**config.mk**
```make
export PLATFORM = sky130hd
export DESIGN_NAME = rr_latency_grant_sched_flat
export DESIGN_NICKNAME = d
export VERILOG_FILES = /design/src/rtl/rr_latency_grant_sched_if.sv /design/src/rtl/rr_latency_grant_sched.sv /design/src/flat_wrapper.sv
export SDC_FILE = /design/constraint.sdc
export NUM_CORES = 1
export LEC_CHECK = 0
export CAP_MARGIN = 20
export CELL_PAD_IN_SITES_DETAIL_PLACEMENT = 1
export CELL_PAD_IN_SITES_GLOBAL_PLACEMENT = 2
export CORE_ASPECT_RATIO = 1.25
export CORE_MARGIN = 10
export CORE_UTILIZATION = 35
export DETAILED_ROUTE_END_ITERATION = 10
export HOLD_SLACK_MARGIN = 0.1
export PLACE_DENSITY_LB_ADDON = 0.1
export SLEW_MARGIN = 20
export SYNTH_ARGS = -nofsm -noshare
export SYNTH_HDL_FRONTEND = slang
export SYNTH_SLANG_ARGS = --single-unit
```
**constraint.sdc**
```tcl
create_clock -name clk -period 5.56 [get_ports clk]
set_clock_uncertainty 0.1 [all_clocks]
set_input_delay 1.39 -clock clk [delete_from_list [all_inputs] [get_ports clk]]
set_output_delay 1.39 -clock clk [all_outputs]
set_load 0.02 [all_outputs]
```
**src/rtl/rr_latency_grant_sched_if.sv**
```systemverilog
// Request/grant bundle between requester agents (master) and the round-robin scheduler (slave).
interface rr_latency_grant_sched_if #(
  parameter int NUM_REQ = 4,
  parameter int ID_W    = (NUM_REQ > 1) ? $clog2(NUM_REQ) : 1
) ();
  logic [NUM_REQ-1:0] req;
  logic               fast_mode;
  logic [NUM_REQ-1:0] gnt;
  logic [ID_W-1:0]    gnt_id;
  logic               busy;
  logic               timeout;

  modport master (output req, fast_mode, input gnt, gnt_id, busy, timeout);
  modport slave  (input req, fast_mode, output gnt, gnt_id, busy, timeout);
endinterface

```
**src/rtl/rr_latency_grant_sched.sv**
```systemverilog
// Round-robin scheduler with per-arbitration 1- or 2-cycle grant latency and a hold-limit release.
// Optional embedded assertions/covers are compiled when RR_GRANT_SVA_EN is defined.
module rr_latency_grant_sched #(
  parameter int NUM_REQ  = 4,
  parameter int HOLD_MAX = 8,
  parameter int ID_W     = (NUM_REQ > 1) ? $clog2(NUM_REQ) : 1
) (
  input logic                     clk,
  input logic                     rst_n,
  rr_latency_grant_sched_if.slave bus
);
  localparam int                 CNT_W     = (HOLD_MAX > 1) ? $clog2(HOLD_MAX) : 1;
  localparam logic [ID_W:0]      NUM_REQ_W = (ID_W+1)'(NUM_REQ);
  localparam logic [ID_W-1:0]    LAST_ID   = ID_W'(NUM_REQ - 1);
  localparam logic [CNT_W-1:0]   HOLD_LAST = CNT_W'(HOLD_MAX - 1);
  localparam logic [NUM_REQ-1:0] ONE_HOT0  = NUM_REQ'(1);

  typedef enum logic [1:0] {S_IDLE, S_WAIT, S_GRANT} state_t;

  state_t             r_state;
  logic [NUM_REQ-1:0] r_gnt;
  logic [ID_W-1:0]    r_gnt_id;
  logic               r_busy;
  logic               r_timeout;
  logic [ID_W-1:0]    r_rr_ptr;
  logic [CNT_W-1:0]   r_hold_cnt;
  logic               r_lat_sel;

  logic [2*NUM_REQ-1:0] w_req_dbl;
  logic [NUM_REQ-1:0]   w_req_rot;
  logic [ID_W-1:0]      w_offset;
  logic [ID_W:0]        w_sum;
  logic [ID_W:0]        w_wrap;
  logic [ID_W-1:0]      w_winner;
  logic [ID_W-1:0]      w_next_ptr;
  logic                 w_owner_req;

  // Rotate requests so rr_ptr lands on bit 0; the lowest set bit is then the winner's offset.
  assign w_req_dbl = {bus.req, bus.req};
  assign w_req_rot = NUM_REQ'(w_req_dbl >> r_rr_ptr);

  always_comb begin
    w_offset = '0;
    for (int k = NUM_REQ - 1; k >= 0; k--) begin
      if (w_req_rot[k]) w_offset = ID_W'(k);
    end
  end

  assign w_sum       = {1'b0, r_rr_ptr} + {1'b0, w_offset};
  assign w_wrap      = w_sum - NUM_REQ_W;
  assign w_winner    = (w_sum >= NUM_REQ_W) ? w_wrap[ID_W-1:0] : w_sum[ID_W-1:0];
  assign w_next_ptr  = (r_gnt_id == LAST_ID) ? '0 : r_gnt_id + ID_W'(1);
  assign w_owner_req = bus.req[r_gnt_id];

  always_ff @(posedge clk or negedge rst_n) begin
    if (!rst_n) begin
      r_state    <= S_IDLE;
      r_gnt      <= '0;
      r_gnt_id   <= '0;
      r_busy     <= 1'b0;
      r_timeout  <= 1'b0;
      r_rr_ptr   <= '0;
      r_hold_cnt <= '0;
      r_lat_sel  <= 1'b0;
    end else begin
      r_timeout <= 1'b0;
      case (r_state)
        S_IDLE: begin
          if (|bus.req) begin
            r_gnt_id  <= w_winner;
            r_lat_sel <= bus.fast_mode;
            r_busy    <= 1'b1;
            if (bus.fast_mode) begin
              r_state <= S_GRANT;
              r_gnt   <= ONE_HOT0 << w_winner;
            end else begin
              r_state <= S_WAIT;
            end
          end
        end
        S_WAIT: begin
          // Winner gave up before its slow-latency grant: no tenure, pointer stays put.
          if (!w_owner_req) begin
            r_state <= S_IDLE;
            r_busy  <= 1'b0;
          end else if (!r_lat_sel) begin
            r_state <= S_GRANT;
            r_gnt   <= ONE_HOT0 << r_gnt_id;
          end
        end
        S_GRANT: begin
          if (!w_owner_req || r_hold_cnt == HOLD_LAST) begin
            r_state    <= S_IDLE;
            r_gnt      <= '0;
            r_busy     <= 1'b0;
            r_timeout  <= w_owner_req;
            r_rr_ptr   <= w_next_ptr;
            r_hold_cnt <= '0;
          end else begin
            r_hold_cnt <= r_hold_cnt + CNT_W'(1);
          end
        end
        default: begin
          r_state <= S_IDLE;
          r_gnt   <= '0;
          r_busy  <= 1'b0;
        end
      endcase
    end
  end

  assign bus.gnt     = r_gnt;
  assign bus.gnt_id  = r_gnt_id;
  assign bus.busy    = r_busy;
  assign bus.timeout = r_timeout;

`ifdef RR_GRANT_SVA_EN
  a_gnt_onehot: assert property (@(posedge clk) disable iff (!rst_n) $onehot0(bus.gnt));

  for (genvar gi = 0; gi < NUM_REQ; gi++) begin : g_sva
    a_fast_lat: assert property (@(posedge clk) disable iff (!rst_n)
      (r_state == S_IDLE && (|bus.req) && w_winner == ID_W'(gi) && bus.fast_mode) |=> bus.gnt[gi]);
    a_slow_lat: assert property (@(posedge clk) disable iff (!rst_n)
      (r_state == S_IDLE && (|bus.req) && w_winner == ID_W'(gi) && !bus.fast_mode)
        |=> (bus.req[gi] |=> bus.gnt[gi]));
  end

  a_tenure: assert property (@(posedge clk) disable iff (!rst_n)
    $rose(|bus.gnt) |-> ##[1:HOLD_MAX] !(|bus.gnt));
  a_timeout: assert property (@(posedge clk) disable iff (!rst_n)
    bus.timeout |-> $past(r_state == S_GRANT && r_hold_cnt == HOLD_LAST && w_owner_req));

  c_abort: cover property (@(posedge clk) disable iff (!rst_n) r_state == S_WAIT && !w_owner_req);
  c_timeout: cover property (@(posedge clk) disable iff (!rst_n) bus.timeout);
  c_ptr_wrap: cover property (@(posedge clk) disable iff (!rst_n)
    r_state == S_GRANT && r_gnt_id == LAST_ID && (!w_owner_req || r_hold_cnt == HOLD_LAST));
`endif
endmodule
```
**src/flat_wrapper.sv**
```systemverilog
// flat-port wrapper written by rule: the top's interface ports become plain ports
module rr_latency_grant_sched_flat 
#(
  parameter int NUM_REQ  = 4,
  parameter int HOLD_MAX = 8,
  parameter int ID_W     = (NUM_REQ > 1) ? $clog2(NUM_REQ) : 1
)
  (clk, rst_n, bus_req, bus_fast_mode, bus_gnt, bus_gnt_id, bus_busy, bus_timeout);
  rr_latency_grant_sched_if #(.NUM_REQ(NUM_REQ), .ID_W(ID_W)) bus_i ();
  input logic clk;
  input logic rst_n;
  input wire logic [$bits(bus_i.req)-1:0] bus_req;
  input wire logic [$bits(bus_i.fast_mode)-1:0] bus_fast_mode;
  output wire logic [$bits(bus_i.gnt)-1:0] bus_gnt;
  output wire logic [$bits(bus_i.gnt_id)-1:0] bus_gnt_id;
  output wire logic [$bits(bus_i.busy)-1:0] bus_busy;
  output wire logic [$bits(bus_i.timeout)-1:0] bus_timeout;
  assign bus_i.req = bus_req;
  assign bus_i.fast_mode = bus_fast_mode;
  assign bus_gnt = bus_i.gnt;
  assign bus_gnt_id = bus_i.gnt_id;
  assign bus_busy = bus_i.busy;
  assign bus_timeout = bus_i.timeout;
  rr_latency_grant_sched #(.NUM_REQ(NUM_REQ), .HOLD_MAX(HOLD_MAX), .ID_W(ID_W)) u_core (.clk(clk), .rst_n(rst_n), .bus(bus_i));
endmodule
```
* Word level (Yosys, flattened, before mapping) *
Cells that the tools add are included.

cells by class
  multiplexer cells = 27
  shifts and indexed selects = 3
  order comparisons = 2
  add/sub/neg operators = 4
  equality and inequality tests = 11
  reduce and logical (&&, ||, !) cells = 9

operators with widths
  operator                                                                       count
  2-bit two-way mux                                                              11
  4-bit two-way mux                                                              5
  4-bit one-hot mux with 3 select lines                                          1
  1-bit by 2-bit left shift with 4-bit output (first input constant)             2
  8-bit by 2-bit right shift with 4-bit output                                   1
  1-bit two-way mux                                                              6
  2-bit by 1-bit != test with 1-bit output (second input constant)               3
  2-bit != test (second input constant)                                          3
  2-bit one-hot mux with 3 select lines                                          1
  3-bit AND reduction                                                            2
  5-bit AND reduction                                                            1
  2-bit equality test (second input constant)                                    2
  2-bit AND reduction                                                            2
  4-bit OR reduction                                                             1
  2-bit by 2-bit adder with 3-bit output                                         1
  3-bit by 1-bit adder with 3-bit output (second input constant)                 1
  3-bit equality test (second input constant)                                    1
  3-bit >= comparator (second input constant)                                    1
  2-bit by 3-bit less-than comparator with 1-bit output (second input constant)  1
  3-bit two-way mux                                                              1
  3-bit != test (second input constant)                                          1
  1-bit one-hot mux with 3 select lines                                          1
  2-bit by 1-bit adder with 2-bit output (second input constant)                 1
  1-bit binary-select mux with 2-bit select                                      1
  other kinds (5)                                                                5

storage, ports and cells
  register bits after elaboration = 16
  bits of input ports = 7
  output and inout bits = 8

* Logic depth before layout (Yosys ltp) *
  depth after elaboration = 12
  mapped depth = 10

* Worst setup path before layout *
OpenSTA, ideal clock, no wires.

  path kind = input port to flip-flop
  start point = in bus_req[2]
  end point = reg u_core.r_gnt[0], in the netlist u_core.bus.gnt[0]
  path buffers = 1
  data required time = 5.326 ns
  setup slack = 2.094 ns
  data arrival time = 3.232 ns
  library setup time = 0.134 ns
  stages on the path = 10
  cells stage by stage = buf_6 and2b_1 a21oi_1 o22ai_1 o21a_1 ha_1 xnor2_1 or4_1 a31oi_2 o31ai_1

between the ends
  word-level cells in the longest chain between the ends = 12

ends and longest elaborated chain
  item                                                                                RTL line                                                    RTL
  start: declaration                                                                  flat_wrapper.sv:12                                          input wire logic [$bits(bus_i.req)-1:0] bus_req;
  8-bit by 2-bit right shift with 4-bit output                                        rr_latency_grant_sched.sv:40                                assign w_req_rot = NUM_REQ'(w_req_dbl >> r_rr_ptr);
  2-bit two-way mux (4 in a row)                                                      rr_latency_grant_sched.sv:45                                if (w_req_rot[k]) w_offset = ID_W'(k);
  2-bit by 2-bit adder with 3-bit output                                              rr_latency_grant_sched.sv:49                                assign w_sum = {1'b0, r_rr_ptr} + {1'b0, w_offset};
  3-bit >= comparator or 2-bit by 1-bit subtractor with 2-bit output (tied branches)  rr_latency_grant_sched.sv:51, rr_latency_grant_sched.sv:50
  2-bit two-way mux                                                                   rr_latency_grant_sched.sv:51                                assign w_winner = (w_sum >= NUM_REQ_W) ? w_wrap[ID_W-1:0] : w_sum[ID_W-1:0];
  1-bit by 2-bit left shift with 4-bit output                                         rr_latency_grant_sched.sv:75                                r_gnt <= ONE_HOT0 << w_winner;
  4-bit two-way mux                                                                   rr_latency_grant_sched.sv:73                                if (bus.fast_mode) begin
  4-bit two-way mux                                                                   rr_latency_grant_sched.sv:69                                if (|bus.req) begin
  4-bit one-hot mux with 3 select lines                                               rr_latency_grant_sched.sv:67                                case (r_state)
  end signal: assignment                                                              rr_latency_grant_sched.sv:75
  end signal: assignment                                                              rr_latency_grant_sched.sv:88                                r_gnt <= ONE_HOT0 << r_gnt_id;
  end: declaration                                                                    rr_latency_grant_sched.sv:21                                logic [NUM_REQ-1:0] r_gnt;

Parallel ways exist; a longest one is shown, timed or not. The select of a mux whose other input is x is not followed.
A chain may end at the register's enable or synchronous reset.

* Final worst setup path *
Same ends and word-level chain as after synthesis.

==> results.yml <==
status:
  status: "finished clean"
placed_design:
  dp.cells: 143
  post-dp-hpwl_um: 1838
  portBuffers: 14
  pre_cts_slack_ns: 1.342
  gp_congestion: 0.7324
sta:
  maxSlewViolCount: 0
  finalSetupTns_ns: 0
  rsz0062_at_grt: "false"
  finalSetupViolCount: 0
  slew_headroom_pct: 49.98
  clock.fmax_mhz: 255.0
  min_period_ns: 3.921
  worst_slew_pin_slew_ns: 0.7479
  setup_slack_ns: 1.639
  whs_ns: 0.3898
  final_hold_viol_count: 0
  period_share_pct: 70.53
global_route:
  track_usage_pct: 9.314
  grt_pass1_wl_um: 4008
  grt_antenna_before_repair: 0
  grt_max_degree: 17
  overflow: 0
  grt_pass1_vias: 874
worst_setup_path:
  ff2ff_setup_slack_ns: 2.94
  critPathArrivalTime_ns: 3.98
  path_buf_inv: 1
  reg2reg_from: "u_core.r_rr_ptr[1]$_DFFE_PN0P_"
  rr_worst_depth: 9
  critPathMaxStageDelay_ns: 0.62
  path_cells: "clkdlybuf4s50_1 > and2b_1 > a21oi_1 > o22ai_1 > o21a_1 > ha_1 > xnor2_1 > or4_1 > a31oi_2 > o31ai_1"
  regToRegEndpoint: "u_core.bus.gnt[0]$_DFFE_PN0P_"
  path_class: "in2reg"
  crit_slowest_cell: "clkdlybuf4s50_1"
  cp_num_cells: 10
  crit_path_end: "u_core.bus.gnt[0]$_DFFE_PN0P_"
  crit_path_max_fanout: 9
  start_kind: "primary input"
  cp_top_family: "compound AO/OA/AOI/OAI gates"
  crit_path_end_kind: "flop"
  cp.required_ns: 5.62
  crit_start: "bus_req[2]"
hold_path:
  worstHoldPathCells: 2
  hold_class: "reg2reg"
synth:
  ys_ff_latch: 16
  ys_dominant_reg_cell: "dfrtp_1"
  synth_nets: 111
  synth_seq_area_share_pct: 40.25
  netlist_instances: 100
  syn_avg_cell_area_um2: 9.947
  yosysWarnings: 0
  synth.distinct_cells: 39
  async_reset_ff_share_pct: 100.0
  synth_edf_count: 0
  netlist_area_um2: 994.7
drt:
  drt-pass1-iter-count: 4
  drt-total-wl_um: 2336
  num_vias: 813
  ant_nets: 0
  drcViolationCount: 0
  vias_per_cell: 5.531
  wl_per_cell_um: 15.89
  dr.first_iter.drc_count: 29
clocking:
  insertion_delay_ns: 0.29
  cts_tree: "built"
  cts-htree-levels: 1
  ctsResizeCount: 0
  cts-root-buf: "clkbuf_4"
  cts-buffers-inserted: 3
  post_cts_buffers: 0
  path_clk_slew_ns: 0.09
  clock-sinks: 16
  ctsLongestPathBuffers: 2
  hold_buffers: 0
floorplan:
  die_y_um: 79.61
  io_pins: 15
  initial_utilization_pct: 36.75
  rows: 21
  core_um2: 2706
  die_w_um: 67.68
  die-area_um2: 5388
finish:
  instances_no_fill: 147
  drive_gt1_share_pct: 12.39
  antenna_cells: 0
  final_common_cell: "dfrtp_1"
  fin_nets: 125
  final_cell_mix: "16 x dfrtp_1, 14 x clkdlybuf4s50_1, 12 x nand2_1"
  syn_to_final_growth_pct: 19.25
power:
  ir_drop_uv: 223.2
  p_leak_nw: 0.4930
  p_total_w: 0.0006506
  power_density_nw_per_um2: 548.5
flow_run:
  maxCapViolCount: 0
[area by class of cell]
class,count,area (um^2)
multi-input combinational,78,563.0
sequential,16,400.4
inverter,1,3.754
fill,310,1520
timing repair buffer,14,140.1
tap,34,42.54
clock buffer,4,36.28
[where the power goes]
part,total (W),switching [W],internal (W)
clock network,0.0000779,0.0000380,0.0000399
registers,0.000229,0.0000668,0.000162
logic,0.000344,0.000174,0.000170
[through the flow]
| step | utilization (%) | area [um^2] |
|---|---|---|
| 3_3_place_gp | 42.49 | 1150 |
| 5_1_grt | 43.83 | 1186 |
| 2_1_floorplan | - | 994.7 |
| 3_5_place_dp | 42.49 | 1150 |
| 6_report | 43.83 | 1186 |
| 4_1_cts | 43.83 | 1186 |
[state kept, by name (all words and copies together) (netlist names)]
name                flops
u_core.r_rr_ptr         2
u_core.r_hold_cnt       3
u_core.r_state          2
u_core.bus.gnt          4
u_core.bus.busy         1
u_core.bus.timeout      1
u_core.bus.gnt_id       2
u_core.r_lat_sel        1
[kinds of logic after synthesis]
| group | Yosys count | synth area share (%) |
|---|---|---|
| AND/OR/NAND/NOR | 40 | 22.39 |
| AO/OA/AOI/OAI | 27 | 20.63 |
| flip-flops | 16 | 40.25 |
| buffers and inverters | 6 | 3.144 |
| multiplexers | 6 | 7.673 |
| adder cells (fa/ha/maj) | 4 | 5.032 |
| XOR/XNOR | 1 | 0.8807 |
[routing by layer]
layer | global-route usage, % | vias up | part of all wire [%] | wire length [um]
met5 | 0 | - | 0 | 0
met4 | 3.086 | 0 | 0.68 | 16
met3 | 2.809 | 2 | 5.7 | 132
met2 | 16.48 | 13 | 52 | 1220
met1 | 10.08 | 403 | 41 | 967
li1 | - | 395 | - | -
[worst reg2reg max path, delay by kind of cell, from the launching register on]
kind / cells / cell delay, ns
flip-flops: 1 / 0.53
AND/OR/NAND/NOR: 2 / 0.67
AO/OA/AOI/OAI: 5 / 0.86
adder cells (fa/ha/maj): 1 / 0.20
XOR/XNOR: 1 / 0.13
[synthesized netlist by cell type, types with 2 or more instances]
master	n	share of area, %
a22o_1	3	2.6
a31oi_1	2	1.3
o21a_1	2	1.5
dfrtp_1	16	40
ha_1	4	5.0
nor3_1	3	1.5
mux2_2	3	3.4
clkbuf_1	3	1.1
nor2b_1	5	3.1
o21ai_0	4	2.0
o31ai_1	3	2.3
nand2b_1	2	1.3
or3b_2	2	1.8
nor2_1	6	2.3
mux2i_1	2	2.0
a21oi_1	5	2.5
o22ai_1	2	1.3
nand2_1	12	4.5
[worst min-delay path by stage]
stage                                          start                               end  slack [ns]
finish                 u_core.bus.gnt[1]$_DFFE_PN0P_     u_core.bus.gnt[1]$_DFFE_PN0P_        0.39
global route        u_core.r_hold_cnt[1]$_DFFE_PN0N_  u_core.r_hold_cnt[1]$_DFFE_PN0N_        0.43
CTS                    u_core.bus.gnt[1]$_DFFE_PN0P_     u_core.bus.gnt[1]$_DFFE_PN0P_        0.40
detailed placement  u_core.r_hold_cnt[1]$_DFFE_PN0N_  u_core.r_hold_cnt[1]$_DFFE_PN0N_        0.38
global placement    u_core.r_hold_cnt[2]$_DFFE_PN0N_  u_core.r_hold_cnt[2]$_DFFE_PN0N_        0.36
floorplan           u_core.r_hold_cnt[1]$_DFFE_PN0N_  u_core.r_hold_cnt[1]$_DFFE_PN0N_        0.35
(Power assumes the default switching activity.)
